### src/rtl/amp_adc_sequencer.sv
// rtl/amp_adc_sequencer.sv - preamp gain programming and periodic ADC acquisition scheduler
// Gain programming always takes priority over a pending sample; lost ticks and missing dones are sticky.
module amp_adc_sequencer #(
   parameter int SAMPLE_DIV = 50000,
   parameter int TIMEOUT    = 4096
) (
   input  logic        CLK50MHZ,
   input  logic        RST,
   input  logic        gain_req,
   input  logic [3:0]  gain_a,
   input  logic [3:0]  gain_b,
   input  logic        enable,
   output logic        amp_trig,
   output logic [3:0]  amp_a,
   output logic [3:0]  amp_b,
   input  logic        amp_done,
   output logic        adc_trig,
   input  logic        adc_done,
   input  logic [13:0] adc_a,
   input  logic [13:0] adc_b,
   output logic [13:0] sample_a,
   output logic [13:0] sample_b,
   output logic        sample_valid,
   output logic        busy,
   output logic        overrun,
   output logic        timeout
);
   localparam int TW = $clog2(SAMPLE_DIV);
   localparam int WW = $clog2(TIMEOUT + 1);
   localparam logic [TW-1:0] RELOAD = TW'(SAMPLE_DIV - 1);

   typedef enum logic [2:0] {IDLE, AMP_GO, AMP_WAIT, ADC_GO, ADC_WAIT} state_t;

   state_t        state, state_next;
   logic [TW-1:0] timer;
   logic [WW-1:0] wait_cnt;
   logic [3:0]    shadow_a, shadow_b;
   logic          gain_pend, samp_pend;
   logic          tick, wait_expire;

   assign tick        = enable && (timer == '0);
   assign wait_expire = (wait_cnt == WW'(TIMEOUT - 1));
   assign busy        = (state != IDLE);

   always_comb begin
      state_next = state;
      amp_trig   = 1'b0;
      adc_trig   = 1'b0;
      case (state)
         IDLE: begin
            if (gain_pend)      state_next = AMP_GO;
            else if (samp_pend) state_next = ADC_GO;
         end
         AMP_GO: begin
            amp_trig   = 1'b1;
            state_next = AMP_WAIT;
         end
         AMP_WAIT: begin
            if (amp_done || wait_expire) state_next = IDLE;
         end
         ADC_GO: begin
            adc_trig   = 1'b1;
            state_next = ADC_WAIT;
         end
         ADC_WAIT: begin
            if (adc_done || wait_expire) state_next = IDLE;
         end
         default: state_next = IDLE;
      endcase
   end

   always_ff @(posedge CLK50MHZ or negedge RST) begin
      if (!RST) begin
         state        <= IDLE;
         timer        <= RELOAD;
         wait_cnt     <= '0;
         shadow_a     <= 4'd1;
         shadow_b     <= 4'd1;
         gain_pend    <= 1'b1;
         samp_pend    <= 1'b0;
         amp_a        <= 4'd1;
         amp_b        <= 4'd1;
         sample_a     <= '0;
         sample_b     <= '0;
         sample_valid <= 1'b0;
         overrun      <= 1'b0;
         timeout      <= 1'b0;
      end else begin
         state <= state_next;

         if (!enable || tick) timer <= RELOAD;
         else                 timer <= timer - TW'(1);

         if (!enable)                samp_pend <= 1'b0;
         else if (tick)              samp_pend <= 1'b1;
         else if (state == ADC_GO)   samp_pend <= 1'b0;

         // A tick landing on ADC_GO is not a loss: that pending request is being served now.
         if (tick && samp_pend && state != ADC_GO) overrun <= 1'b1;

         if (gain_req) begin
            shadow_a  <= gain_a;
            shadow_b  <= gain_b;
            gain_pend <= 1'b1;
         end else if (state == AMP_GO) begin
            gain_pend <= 1'b0;
         end

         // Codes are presented together with amp_trig; a same-cycle request is forwarded directly.
         if (state == IDLE && gain_pend) begin
            amp_a <= gain_req ? gain_a : shadow_a;
            amp_b <= gain_req ? gain_b : shadow_b;
         end

         if (state == AMP_GO || state == ADC_GO)         wait_cnt <= '0;
         else if (state == AMP_WAIT || state == ADC_WAIT) wait_cnt <= wait_cnt + WW'(1);

         if ((state == AMP_WAIT && !amp_done && wait_expire) ||
             (state == ADC_WAIT && !adc_done && wait_expire))
            timeout <= 1'b1;

         sample_valid <= 1'b0;
         if (state == ADC_WAIT && adc_done) begin
            sample_a     <= adc_a;
            sample_b     <= adc_b;
            sample_valid <= 1'b1;
         end
      end
   end
endmodule
### config.mk
export PLATFORM = sky130hd
export DESIGN_NAME = amp_adc_sequencer
export DESIGN_NICKNAME = d
export VERILOG_FILES = /design/src/rtl/amp_adc_sequencer.sv
export SDC_FILE = /design/constraint.sdc
export NUM_CORES = 1
export LEC_CHECK = 0
export CAP_MARGIN = 5
export CORE_MARGIN = 4
export CORE_UTILIZATION = 53
export CTS_CLUSTER_DIAMETER = 80
export CTS_CLUSTER_SIZE = 24
export DETAILED_ROUTE_END_ITERATION = 12
export PLACE_DENSITY = 0.95
export SLEW_MARGIN = 25
export SYNTH_ARGS = -nofsm -noshare
export SYNTH_HDL_FRONTEND = slang
export SYNTH_SLANG_ARGS = --single-unit
### constraint.sdc
create_clock -name CLK50MHZ -period 3.7 [get_ports CLK50MHZ]
set_input_delay 0.37 -clock CLK50MHZ [delete_from_list [all_inputs] [get_ports CLK50MHZ]]
set_output_delay 0.37 -clock CLK50MHZ [all_outputs]
set_load 0.02 [all_outputs]
**Yosys cells after proc, flatten, opt, wreduce, memory -nomap -nowiden**

Cells that the tools add are included.

- Logic and storage cells: 68
- Register bits: 81

- Reduce and logical (&&, ||, !) cells: 24
- Muxes and demuxes: 18
- Add/sub/neg operators: 2
- Equality and inequality tests: 10

Operators with widths:

| operator | number |
|---|---|
| 13-bit two-way mux | 2 |
| 16-bit logical NOT | 1 |
| 16-bit two-way mux | 1 |
| 16-bit by 1-bit subtractor with 16-bit output (second input constant) | 1 |
| 3-bit case mux with 5 select lines | 1 |
| 13-bit by 1-bit adder with 13-bit output (second input constant) | 1 |
| 13-bit by 12-bit == test with 1-bit output (second input constant) | 1 |
| 3-bit two-way mux | 4 |
| 1-bit logical AND | 9 |
| 1-bit two-way mux | 8 |
| 4-bit two-way mux | 2 |
| 3-bit by 2-bit == test with 1-bit output (second input constant) | 2 |
| 1-bit logical OR | 6 |
| 2-bit inequality test (second input constant) | 2 |
| 2-bit nonzero test | 2 |
| 3-bit by 1-bit == test with 1-bit output (second input constant) | 1 |
| 3-bit == test (second input constant) | 1 |
| 1-bit logical NOT | 3 |
| 3-bit logical NOT | 1 |
| 3-bit by 1-bit inequality test with 1-bit output (second input constant) | 1 |
| 3-bit by 2-bit inequality test with 1-bit output (second input constant) | 1 |
| 3-bit inequality test (second input constant) | 1 |
| 3-bit AND reduction | 1 |
| 3-bit nonzero test | 1 |

**Depth between registers and ports, before layout**

Gate-level depths: netlist (run 1).

- Depth after elaboration: 4
- Mapped depth: 6
- Depth with buffers taken out: 6

**Worst setup path after synthesis (run 1)**

OpenSTA, ideal clock, no wires.

- Kind: register to register
- From: register timer[10]
- To: register overrun
- Path slack: 1.696 ns
- Cell stages (with the launch flop): 5
- Buffers on the path: 0
- Setup time: 0.092 ns
- Required time: 3.608 ns
- Arrival: 1.913 ns
- Cells stage by stage: dfrtp_1 -> or4_4 -> or4_4 -> or3_1 -> o31ai_2

- Longest elaborated chain between the ends: 4

Ends and longest elaborated chain:

| element | RTL line | RTL |
|---|---|---|
| start, declared | 35 | `logic [TW-1:0] timer;` |
| start signal, assigned | 92 | `else timer <= timer - TW'(1);` |
| 16-bit logical NOT | 41 | `assign tick = enable && (timer == '0);` |
| 1-bit logical AND | 41 |  |
| 1-bit logical AND (2 in series) | 99 | `if (tick && samp_pend && state != ADC_GO) overrun <= 1'b1;` |
| end signal, assigned | 86 | `overrun <= 1'b0;` |
| end signal, assigned | 99 |  |
| end, declared | 25 | `output logic overrun,` |

Every way passes these cells.
A chain may end at the register's enable or synchronous reset.

**Worst setup path after layout (run 1)**

- From: register state[2]
- To: output port adc_trig

- Longest elaborated chain between the ends: 2

Ends and longest elaborated chain:

| element | RTL line | RTL |
|---|---|---|
| start, declared | 34 | `state_t state, state_next;` |
| start signal, assigned | 89 | `state <= state_next;` |
| 3-bit by 2-bit == test with 1-bit output | 49 | `case (state)` |
| 1-bit two-way mux | 49 |  |
| end, declared | 17 | `output logic adc_trig,` |

Every way passes these cells.

==> impl_metrics.yaml, run 1 <==
run_status:
  outcome: "finished, final reports clean"
global_routing:
  globalRouteMet2Util: 0.332
  antenna_violations_before_repair: 0
  use_met3: 0.0332
  grt_pass1_wl_um: 11800
  vias_in_the_first_global_route: 2584
  gr-usage-all-layers: 0.193
  grt_max_degree: 82
  globalRouteMet1Util: 0.238
  overflow: 0
  top_usage_layer: "met2"
place:
  sum_of_net_half_perimeters_after_detailed_placement_um: 5410
  numPortBuffers: 83
  pre_cts_ws_ns: 1.36
  last_weighted_congestion_value_of_the_routability_driven_placer: 0.905
synth:
  synth_area_sq_um: 3490
  synth_cells: 286
  synth_edf_count: 0
  syn-num-nets: 330
  yosys.area.top_type_share: 0.481
  synth.ff_latch_count: 81
  seq_area_frac_synth: 0.586
  synth_area_per_cell_sq_um: 12.2
  synth_warnings: 0
  netlist.top_cell.by_area: "sky130_fd_sc_hd__dfrtp_1"
  post_synth_num_cell_types: 40
  synth_top_cells_by_area: "sky130_fd_sc_hd__dfrtp_1, sky130_fd_sc_hd__mux2_2, sky130_fd_sc_hd__dfstp_2"
  postSynth.topFlopCell: "sky130_fd_sc_hd__dfrtp_1"
  async_reset_ff_frac: 1.00
clock_tree:
  cts-root-buf: "sky130_fd_sc_hd__clkbuf_8"
  cts_setup_buffers: 0
  cts_htree_levels: 3
  clock_pin_slew_of_the_registers_on_the_worst_case_setup_and_hold_paths_ns: 0.09
  cts_tree: "yes"
  ctsHoldBuffers: 0
  worstSkewPairLatency_ns: 0.35
  cts_made_buffers: 9
  max-clock-path-buffers: 2
  clkSinkCount: 81
  cts-resized-gates: 0
critical_path:
  critical_path.max_fanout: 18
  data_required_time_at_the_worst_endpoint_ns: 3.33
  timing.critical_path.cells: "nor2b_1, nand2_1, inv_1, clkdlybuf4s50_1"
  worst_setup_path_start_kind: "register"
  cp_num_buf_inv: 2
  worstSetupPathType: "reg -> out"
  path_delay_family: "simple AND/OR/NAND/NOR gates"
  critPathMaxStageDelay_ns: 0.60
  worst_path_max_delay_cell: "sky130_fd_sc_hd__clkdlybuf4s50_1"
  setup.worst_path.end_class: "output pin"
  critPathArrivalTime_ns: 2.36
floorplanning:
  width_of_the_die_um: 89.1
  initial_utilization: 0.546
  top_level_ports: 84
  num_rows: 29
  core_region_area_sq_um: 6390
  die_y_um: 89.1
  die_area_sq_um: 7940
routing:
  viasPerCell: 5.47
  route.final.wire_length_um: 7500
  post-route-drc-count: 0
  detailroute.via_count: 2485
  detail_route.iter0.violations: 108
  route.detailed.wl_per_inst_um: 16.5
  drt_pre_antenna_iters: 4
  ant_nets: 0
timing:
  finalClockSkew_ns: 0.0119
  timing_hold_violations_final: 0
  achievable-frequency_ghz: 0.366
  finalMaxSlewViolations: 0
  setup-violations-final: 0
  timing.max_slew.rel_slack: 0.464
  worst_case_setup_margin_in_the_final_layout_ns: 0.971
  fin_crit_ns: 2.73
  setup_tns_final_ns: 0
  post-route-period-util: 0.738
  rsz_0062_raised_after_global_routing: "false"
  tightestPinTransition_ns: 0.796
power_and_ir_drop:
  power.ir.vdd_worst_mv: 0.536
  leakagePower_nw: 1.91
  cellPowerDensity_nw_per_um2: 703
layout:
  num_antenna_cells: 0
  syn2layout_area_growth_pct: 31.6
  drive_gt1_frac: 0.215
  layout.nets: 416
job:
  cap_viol_max_count: 0
min_path:
  worstHoldPathType: "in -> async"
-- sequential cells by signal (all words and copies together), names as in the netlist --
name	flops
timeout	1
shadow_a	4
overrun	1
sample_a	14
wait_cnt	13
shadow_b	4
timer	16
sample_valid	1
state	3
sample_b	14
amp_b	4
gain_pend	1
samp_pend	1
amp_a	4
-- cell type report --
class                      count  area [sq um]
sequential                    81          2040
fill                         436          1800
multi-input combinational    189          1380
timing repair buffer          84           840
clock buffer                   9           124
tap                           77          96.3
clock inverter                 7          78.8
inverter                       7          26.3
-- layer usage --
layer	wire, um	part of all wire
met2	4090	0.54
met3	281	0.037
met4	90	0.012
met1	3040	0.41
met5	0	0
-- logic make-up (layout without fill, tap and decap cells) --
| kind of cell | count (synthesis) | in the layout | share of synthesized area |
|---|---|---|---|
| and+or+nand+nor | 95 | 95 | 0.141 |
| DFF | 81 | 81 | 0.586 |
| muxes | 47 | 47 | 0.151 |
| AOI/OAI and AO/OA | 29 | 29 | 0.0570 |
| xor gates and xnor gates | 16 | 16 | 0.0402 |
| buffers and inverters | 16 | 107 | 0.0179 |
| adders and majority gates | 2 | 2 | 0.00717 |
-- worst reg2reg max path, cell delays in order, from the launching register on --
cell and delay, ns:
sky130_fd_sc_hd__dfstp_2 0.39, sky130_fd_sc_hd__inv_1 0.06, sky130_fd_sc_hd__ha_1 0.19, sky130_fd_sc_hd__nor3b_1 0.56, sky130_fd_sc_hd__nand2_1 0.30, sky130_fd_sc_hd__o31ai_2 0.54
sky130_fd_sc_hd__nor2_1 0.11
-- power breakdown --
group / internal [mW] / switching [mW] / total [mW]
Clock: 0.318 / 0.336 / 0.655
Sequential: 1.13 / 0.174 / 1.31
Combinational: 0.661 / 0.606 / 1.27
Total: 2.11 / 1.12 / 3.23
-- cells in the mapped netlist, types with 5 or more instances --
cell,count
sky130_fd_sc_hd__inv_1,7
sky130_fd_sc_hd__nor4_1,6
sky130_fd_sc_hd__dfstp_2,14
sky130_fd_sc_hd__dfrtp_1,67
sky130_fd_sc_hd__o21ai_0,5
sky130_fd_sc_hd__clkbuf_1,7
sky130_fd_sc_hd__nand2_1,23
sky130_fd_sc_hd__xor2_1,6
sky130_fd_sc_hd__mux2_2,45
sky130_fd_sc_hd__nand3_1,7
sky130_fd_sc_hd__or3_1,6
sky130_fd_sc_hd__a21oi_1,9
sky130_fd_sc_hd__nor2_1,25
sky130_fd_sc_hd__xnor2_1,10
-- path summary, 6_finish.rpt --
kind                                       from                       to  slack, ns  depth (start not counted)
max                        state[2]$_DFFE_PN0P_                 adc_trig       0.97                          4
max reg2reg                  timer[0]$_DFF_PN1_      timer[13]$_DFF_PN0_       1.42                          6
min                                         RST  sample_b[2]$_DFFE_PN0P_       0.05                          1
max in group asynchronous                   RST     state[0]$_DFFE_PN0P_       3.18                          1
min reg2reg                 timeout$_DFFE_PN0P_      timeout$_DFFE_PN0P_       0.47                          1
min in group CLK50MHZ       timeout$_DFFE_PN0P_      timeout$_DFFE_PN0P_       0.47                          1
-- layout by cell type, fill, tap and decap left out, types with 4 or more instances in the layout --
cell type / n
sky130_fd_sc_hd__dfrtp_1: 67
sky130_fd_sc_hd__xnor2_1: 10
sky130_fd_sc_hd__xor2_1: 6
sky130_fd_sc_hd__nand2_1: 23
sky130_fd_sc_hd__o21ai_0: 5
sky130_fd_sc_hd__a21oi_1: 9
sky130_fd_sc_hd__nand3_1: 7
sky130_fd_sc_hd__clkbuf_8: 9
sky130_fd_sc_hd__mux2_2: 45
sky130_fd_sc_hd__nor4_1: 6
sky130_fd_sc_hd__dfstp_2: 14
sky130_fd_sc_hd__nand2b_1: 4
sky130_fd_sc_hd__clkdlybuf4s50_1: 82
sky130_fd_sc_hd__or3_1: 6
sky130_fd_sc_hd__inv_1: 7
sky130_fd_sc_hd__nor2_1: 25
-- per-stage QoR --
stage	cells	hold slack, ns	util	total power, mW	area [sq um]
floorplan	286	0.0744	-	2.00	3490
global placement	438	0.451	0.687	2.54	4380
detailed placement	438	0.455	0.687	2.60	4380
CTS	454	0.207	0.718	3.27	4590
global route	454	0.106	0.719	3.40	4590
finish	454	0.0477	0.719	3.23	4590
(Power assumes the default switching activity.)
==> run 2: changes to the inputs <==
- CORE_UTILIZATION: 53 -> 45
- PLACE_DENSITY: 0.95 -> 0.88
- clock period: 3.7 -> 2.4 ns (I/O delays scaled with it)
==> run 2 against run 1 <==
Non-clock buffer count is 11 higher. Critical endpoint unchanged. Wire length grew 5.4%. Sequential share of layout area is 1.2 points lower. Cell area increased by 2.8%. Register-to-register slack worse by 1.2 ns. Setup slack worse by 0.78 ns. Combinational power up 61%. Critical path type unchanged. Cell count is 7.3% higher. Flip-flop and latch count did not move. Worst hold slack gained 0.39 ns. Die area grew 16%. Highest routed layer unchanged. Critical path depth did not move.
==> impl_metrics.yaml, run 2 (synthesis gave the netlist of run 1 again) <==
run_status:
  outcome: "finished, final reports clean"
timing:
  timing.max_slew.rel_slack: 0.558
  setup-violations-final: 0
  achievable-frequency_ghz: 0.453
  worst_case_setup_margin_in_the_final_layout_ns: 0.190
  timing_hold_violations_final: 0
  tightestPinTransition_ns: 0.658
  rsz_0062_raised_after_global_routing: "false"
  finalMaxSlewViolations: 0
  finalClockSkew_ns: 0.00696
  post-route-period-util: 0.921
  setup_tns_final_ns: 0
  fin_crit_ns: 2.21
layout:
  num_antenna_cells: 0
  layout.cells.most_common: "sky130_fd_sc_hd__clkdlybuf4s50_1"
  biggestRegsByFlops: "timer x16, sample_a x14, sample_b x14"
  finalCoreUtilization: 0.637
  layout.cells.most_common_list: "sky130_fd_sc_hd__clkdlybuf4s50_1, sky130_fd_sc_hd__dfrtp_1, sky130_fd_sc_hd__mux2_2"
  syn2layout_area_growth_pct: 35.3
  final.fill_count: 550
  layout.nets: 427
  largest_reg_flops: 16
  drive_gt1_frac: 0.232
  largest_reg_by_ff_count: "timer"
power_and_ir_drop:
  power.ir.vdd_worst_mv: 0.617
  cellInternalPower_mw: 3.40
  leakagePower_nw: 1.99
  cellPowerDensity_nw_per_um2: 1080
  sw_frac_of_total: 0.334
  clock_share_of_power: 0.212
  switching_power_mw: 1.70
  power_frac_seq: 0.387
  comb_power_share: 0.401
global_routing:
  vias_in_the_first_global_route: 2767
  gr-usage-all-layers: 0.181
  overflow: 0
  grt_max_degree: 48
  grt_pass1_wl_um: 12700
  antenna_violations_before_repair: 0
clock_tree:
  cts_made_buffers: 9
  cts_htree_levels: 3
  cts_setup_buffers: 0
  clock_pin_slew_of_the_registers_on_the_worst_case_setup_and_hold_paths_ns: 0.08
  worstSkewPairLatency_ns: 0.35
  cts_tree: "yes"
  max-clock-path-buffers: 2
  cts-root-buf: "sky130_fd_sc_hd__clkbuf_8"
  clkSinkCount: 81
critical_path:
  rr_startpoint: "timer[10]$_DFF_PN0_"
  worst_setup_path_start_kind: "register"
  data_required_time_at_the_worst_endpoint_ns: 2.16
  critPathArrivalTime_ns: 1.97
  worst_path_max_delay_cell: "sky130_fd_sc_hd__clkdlybuf4s50_1"
  r2r_setup_slack_ns: 0.22
  worstSetupPathType: "reg -> out"
  critical_path.max_fanout: 12
  timing.critical_path.cells: "nor2b_1, nand2_1, inv_1, clkdlybuf4s50_1"
  critPathMaxStageDelay_ns: 0.62
  timing.rr.end: "timer[4]$_DFF_PN0_"
  setup.worst_path.end_class: "output pin"
  worstRegToRegCells: 4
place:
  last_weighted_congestion_value_of_the_routability_driven_placer: 0.903
  pre_cts_ws_ns: 0.263
  sum_of_net_half_perimeters_after_detailed_placement_um: 5630
  numPortBuffers: 83
routing:
  detailroute.via_count: 2577
  route.final.wire_length_um: 7900
  viasPerCell: 5.29
  route.detailed.wl_per_inst_um: 16.2
  post-route-drc-count: 0
  detail_route.iter0.violations: 128
  ant_nets: 0
  drt_pre_antenna_iters: 4
floorplanning:
  width_of_the_die_um: 96.0
  num_rows: 31
  top_level_ports: 84
  die_area_sq_um: 9220
  initial_utilization: 0.471
  die_y_um: 96.0
  core_region_area_sq_um: 7410
min_path:
  worstHoldPathType: "in -> async"
job:
  cap_viol_max_count: 0
==> run 2: critical path: cells and delay by family (launching register included) <==
family / cells / cell delay (ns)
DFF: 1 / 0.58
and+or+nand+nor: 2 / 0.36
buffers and inverters: 2 / 0.69
==> run 2: how the worst max path moves through the flow <==
stage                               startpoint             endpoint  slack [ns]  cells after the start
after floorplan            timer[10]$_DFF_PN0_  overrun$_DFFE_PN0P_        0.40                      4
after global placement     timer[10]$_DFF_PN0_  timer[13]$_DFF_PN0_        0.34                      4
after detailed placement   timer[10]$_DFF_PN0_  timer[10]$_DFF_PN0_        0.26                      4
after CTS                 state[2]$_DFFE_PN0P_             amp_trig        0.09                      4
after global routing      state[0]$_DFFE_PN0P_             adc_trig        0.09                      4
final                     state[0]$_DFFE_PN0P_             adc_trig        0.19                      4
==> run 2: power groups by stage <==
stage	Combinational [mW]	Sequential (mW)	Clock (mW)
2_1_floorplan	0.778	2.31	0
3_3_place_gp	2.02	1.97	0
3_5_place_dp	2.06	2.00	0
4_1_cts	2.08	1.98	1.11
5_1_grt	2.19	2.02	1.18
6_report	2.05	1.98	1.08
==> run 2: through the flow <==
step                      cell area, sq um  total power, mW  std cells  hold WS [ns]
after detailed placement              4490             4.06        470         0.282
after CTS                             4720             5.17        487         0.449
final                                 4720             5.11        487         0.435
after global routing                  4720             5.39        487         0.458
after global placement                4490             3.98        470         0.270
after floorplan                       3490             3.09        286       -0.0556
==> run 2: layout make-up <==
type | instances | area (sq um) | area share
Sequential cell | 81 | 2040 | 0.433
Clock inverter | 6 | 91.3 | 0.0194
Multi-Input combinational cell | 189 | 1380 | 0.293
Inverter | 7 | 26.3 | 0.00557
Tap cell | 99 | 124 | 0.0263
Clock buffer | 10 | 128 | 0.0270
Timing Repair Buffer | 95 | 923 | 0.196
==> run 2: repair_timing <==
item | 4_1_cts | 5_1_grt
resized for setup | 0 | 1
hold endpoints to repair | 35 | 0
hold buffers | 1 | 0
setup endpoints to repair | 0 | 1
==> run 2: per-layer routing <==
metal  part of all wire  track usage  vias to the layer above
met5                  0            0                        -
met4              0.011       0.0545                        0
met3              0.077       0.0649                       13
met2               0.51        0.307                      100
met1               0.40        0.214                     1256
li1                   -            -                     1208
==> run 3: changes to the inputs <==
- CTS_BUF_LIST: unset -> sky130_fd_sc_hd__clkbuf_16
- SLEW_MARGIN: 25 -> 10
==> run 3 against run 2 <==
Combinational power about the same. Flip-flop and latch count unchanged. Die area unchanged. Sequential power about the same. Power up 7.2%. Register-to-register slack about the same. Cell area up 2.1%. First-iteration DRC count down 1.6%.
==> impl_metrics.yaml, run 3 (synthesis gave the netlist of run 1 again) <==
critical_path:
  cp_num_buf_inv: 2
  worstSetupPathType: "reg -> out"
  worstSetupStartpoint: "state[2]$_DFFE_PN0P_"
  worst_setup_path_start_kind: "register"
  critical_path.max_fanout: 12
  setup.worst_path.end_class: "output pin"
  worst_path_max_delay_cell: "sky130_fd_sc_hd__clkdlybuf4s50_1"
  path_delay_family: "buffers and inverters"
  rr_startpoint: "timer[10]$_DFF_PN0_"
  timing.critical_path.cells: "buf_4, nand2b_1, nor2_1, clkdlybuf4s50_1"
  data_required_time_at_the_worst_endpoint_ns: 2.16
  critPathArrivalTime_ns: 2.02
  critPathMaxStageDelay_ns: 0.63
global_routing:
  globalRouteMet1Util: 0.214
  globalRouteMet2Util: 0.312
  gr-usage-all-layers: 0.181
  top_usage_layer: "met2"
  grt_max_degree: 48
  antenna_violations_before_repair: 0
  grt_pass1_wl_um: 12800
  vias_in_the_first_global_route: 2772
  use_met3: 0.0625
  overflow: 0
min_path:
  worstHoldPathType: "in -> async"
clock_tree:
  cts_tree: "yes"
  cts-root-buf: "sky130_fd_sc_hd__clkbuf_16"
  ctsHoldBuffers: 1
  max-clock-path-buffers: 2
  cts_htree_levels: 3
  cts-resized-gates: 0
  clock_pin_slew_of_the_registers_on_the_worst_case_setup_and_hold_paths_ns: 0.06
  cts_made_buffers: 9
  clkSinkCount: 81
  cts_setup_buffers: 0
  worstSkewPairLatency_ns: 0.33
power_and_ir_drop:
  leakagePower_nw: 2.03
  cellPowerDensity_nw_per_um2: 1140
  fin_total_pwr_mw: 5.48
  power.ir.vdd_worst_mv: 0.716
layout:
  layout.cells.most_common_list: "sky130_fd_sc_hd__clkdlybuf4s50_1, sky130_fd_sc_hd__dfrtp_1, sky130_fd_sc_hd__mux2_2"
  largest_reg_flops: 16
  largest_reg_by_ff_count: "timer"
  num_antenna_cells: 0
  final.fill_count: 537
  biggestRegsByFlops: "timer x16, sample_a x14, sample_b x14"
  area.sequential_sq_um: 2040
  drive_gt1_frac: 0.232
  layout.cells.most_common: "sky130_fd_sc_hd__clkdlybuf4s50_1"
  post-route-cell-area_sq_um: 4820
  multi_input_comb_area_sq_um: 1380
  layout.nets: 427
  syn2layout_area_growth_pct: 38.1
timing:
  setup-violations-final: 0
  achievable-frequency_ghz: 0.442
  timing.max_slew.rel_slack: 0.593
  finalMaxSlewViolations: 0
  finalClockSkew_ns: 0.00512
  final.hold.worst_slack_ns: 0.459
  setup_tns_final_ns: 0
  post-route-period-util: 0.943
  rsz_0062_raised_after_global_routing: "false"
  timing_hold_violations_final: 0
  fin_crit_ns: 2.26
  tightestPinTransition_ns: 0.605
floorplanning:
  num_rows: 31
  die_y_um: 96.0
  width_of_the_die_um: 96.0
  core_region_area_sq_um: 7410
  top_level_ports: 84
  initial_utilization: 0.471
  die_area_sq_um: 9220
job:
  cap_viol_max_count: 0
routing:
  post-route-drc-count: 0
  route.detailed.wl_per_inst_um: 16.2
  route.final.wire_length_um: 7890
  ant_nets: 0
  detail_route.iter0.violations: 126
  detailroute.via_count: 2592
  drt_pre_antenna_iters: 4
  viasPerCell: 5.32
place:
  last_weighted_congestion_value_of_the_routability_driven_placer: 0.903
  sum_of_net_half_perimeters_after_detailed_placement_um: 5630
  numPortBuffers: 83
  place_area_sq_um: 4490
run_status:
  outcome: "finished, final reports clean"
==> run 3: cell types whose count changed in the layout (fill, tap and decap cells not counted), sizes merged <==
| cell | change |
|---|---|
| inv | +1 |
| clkdlybuf4s50 | +1 |
| dlymetal6s2s | -1 |
| clkbuf | -1 |
==> run 3: worst paths after layout <==
check | slack (ns) | end | cells after the start
min in group CLK50MHZ | 0.48 | overrun$_DFFE_PN0P_ | 2
min reg2reg | 0.48 | overrun$_DFFE_PN0P_ | 2
max reg2reg | 0.23 | timer[4]$_DFF_PN0_ | 4
max in group asynchronous | 1.22 | amp_a[0]$_DFFE_PN1P_ | 3
min | 0.46 | sample_b[9]$_DFFE_PN0P_ | 2
max | 0.14 | amp_trig | 4
==> run 3: metal layers <==
layer	up-vias	wire length, um
met5	-	0
li1	1210	-
met4	0	45
met3	4	642
met1	1274	3110
met2	104	4090
==> run 3: per-stage QoR <==
stage / std cells / worst slack (ns) / util
final: 487 / 0.136 / 0.650
after global routing: 487 / 0.0207 / 0.650
after floorplan: 286 / 0.396 / -
after detailed placement: 470 / 0.263 / 0.606
after global placement: 470 / 0.337 / 0.606
after CTS: 487 / 0.123 / 0.650
==> run 3: cell type report <==
class	instances	area share
Clock buffer	9	0.0468
Sequential cell	81	0.424
Clock inverter	7	0.0197
Inverter	7	0.00545
Multi-Input combinational cell	189	0.287
Tap cell	99	0.0257
Timing Repair Buffer	95	0.191
==> run 3: power breakdown <==
group | internal [mW] | switching, mW | total (mW)
Clock | 0.912 | 0.533 | 1.45
Sequential | 1.75 | 0.234 | 1.98
Combinational | 1.07 | 0.980 | 2.05
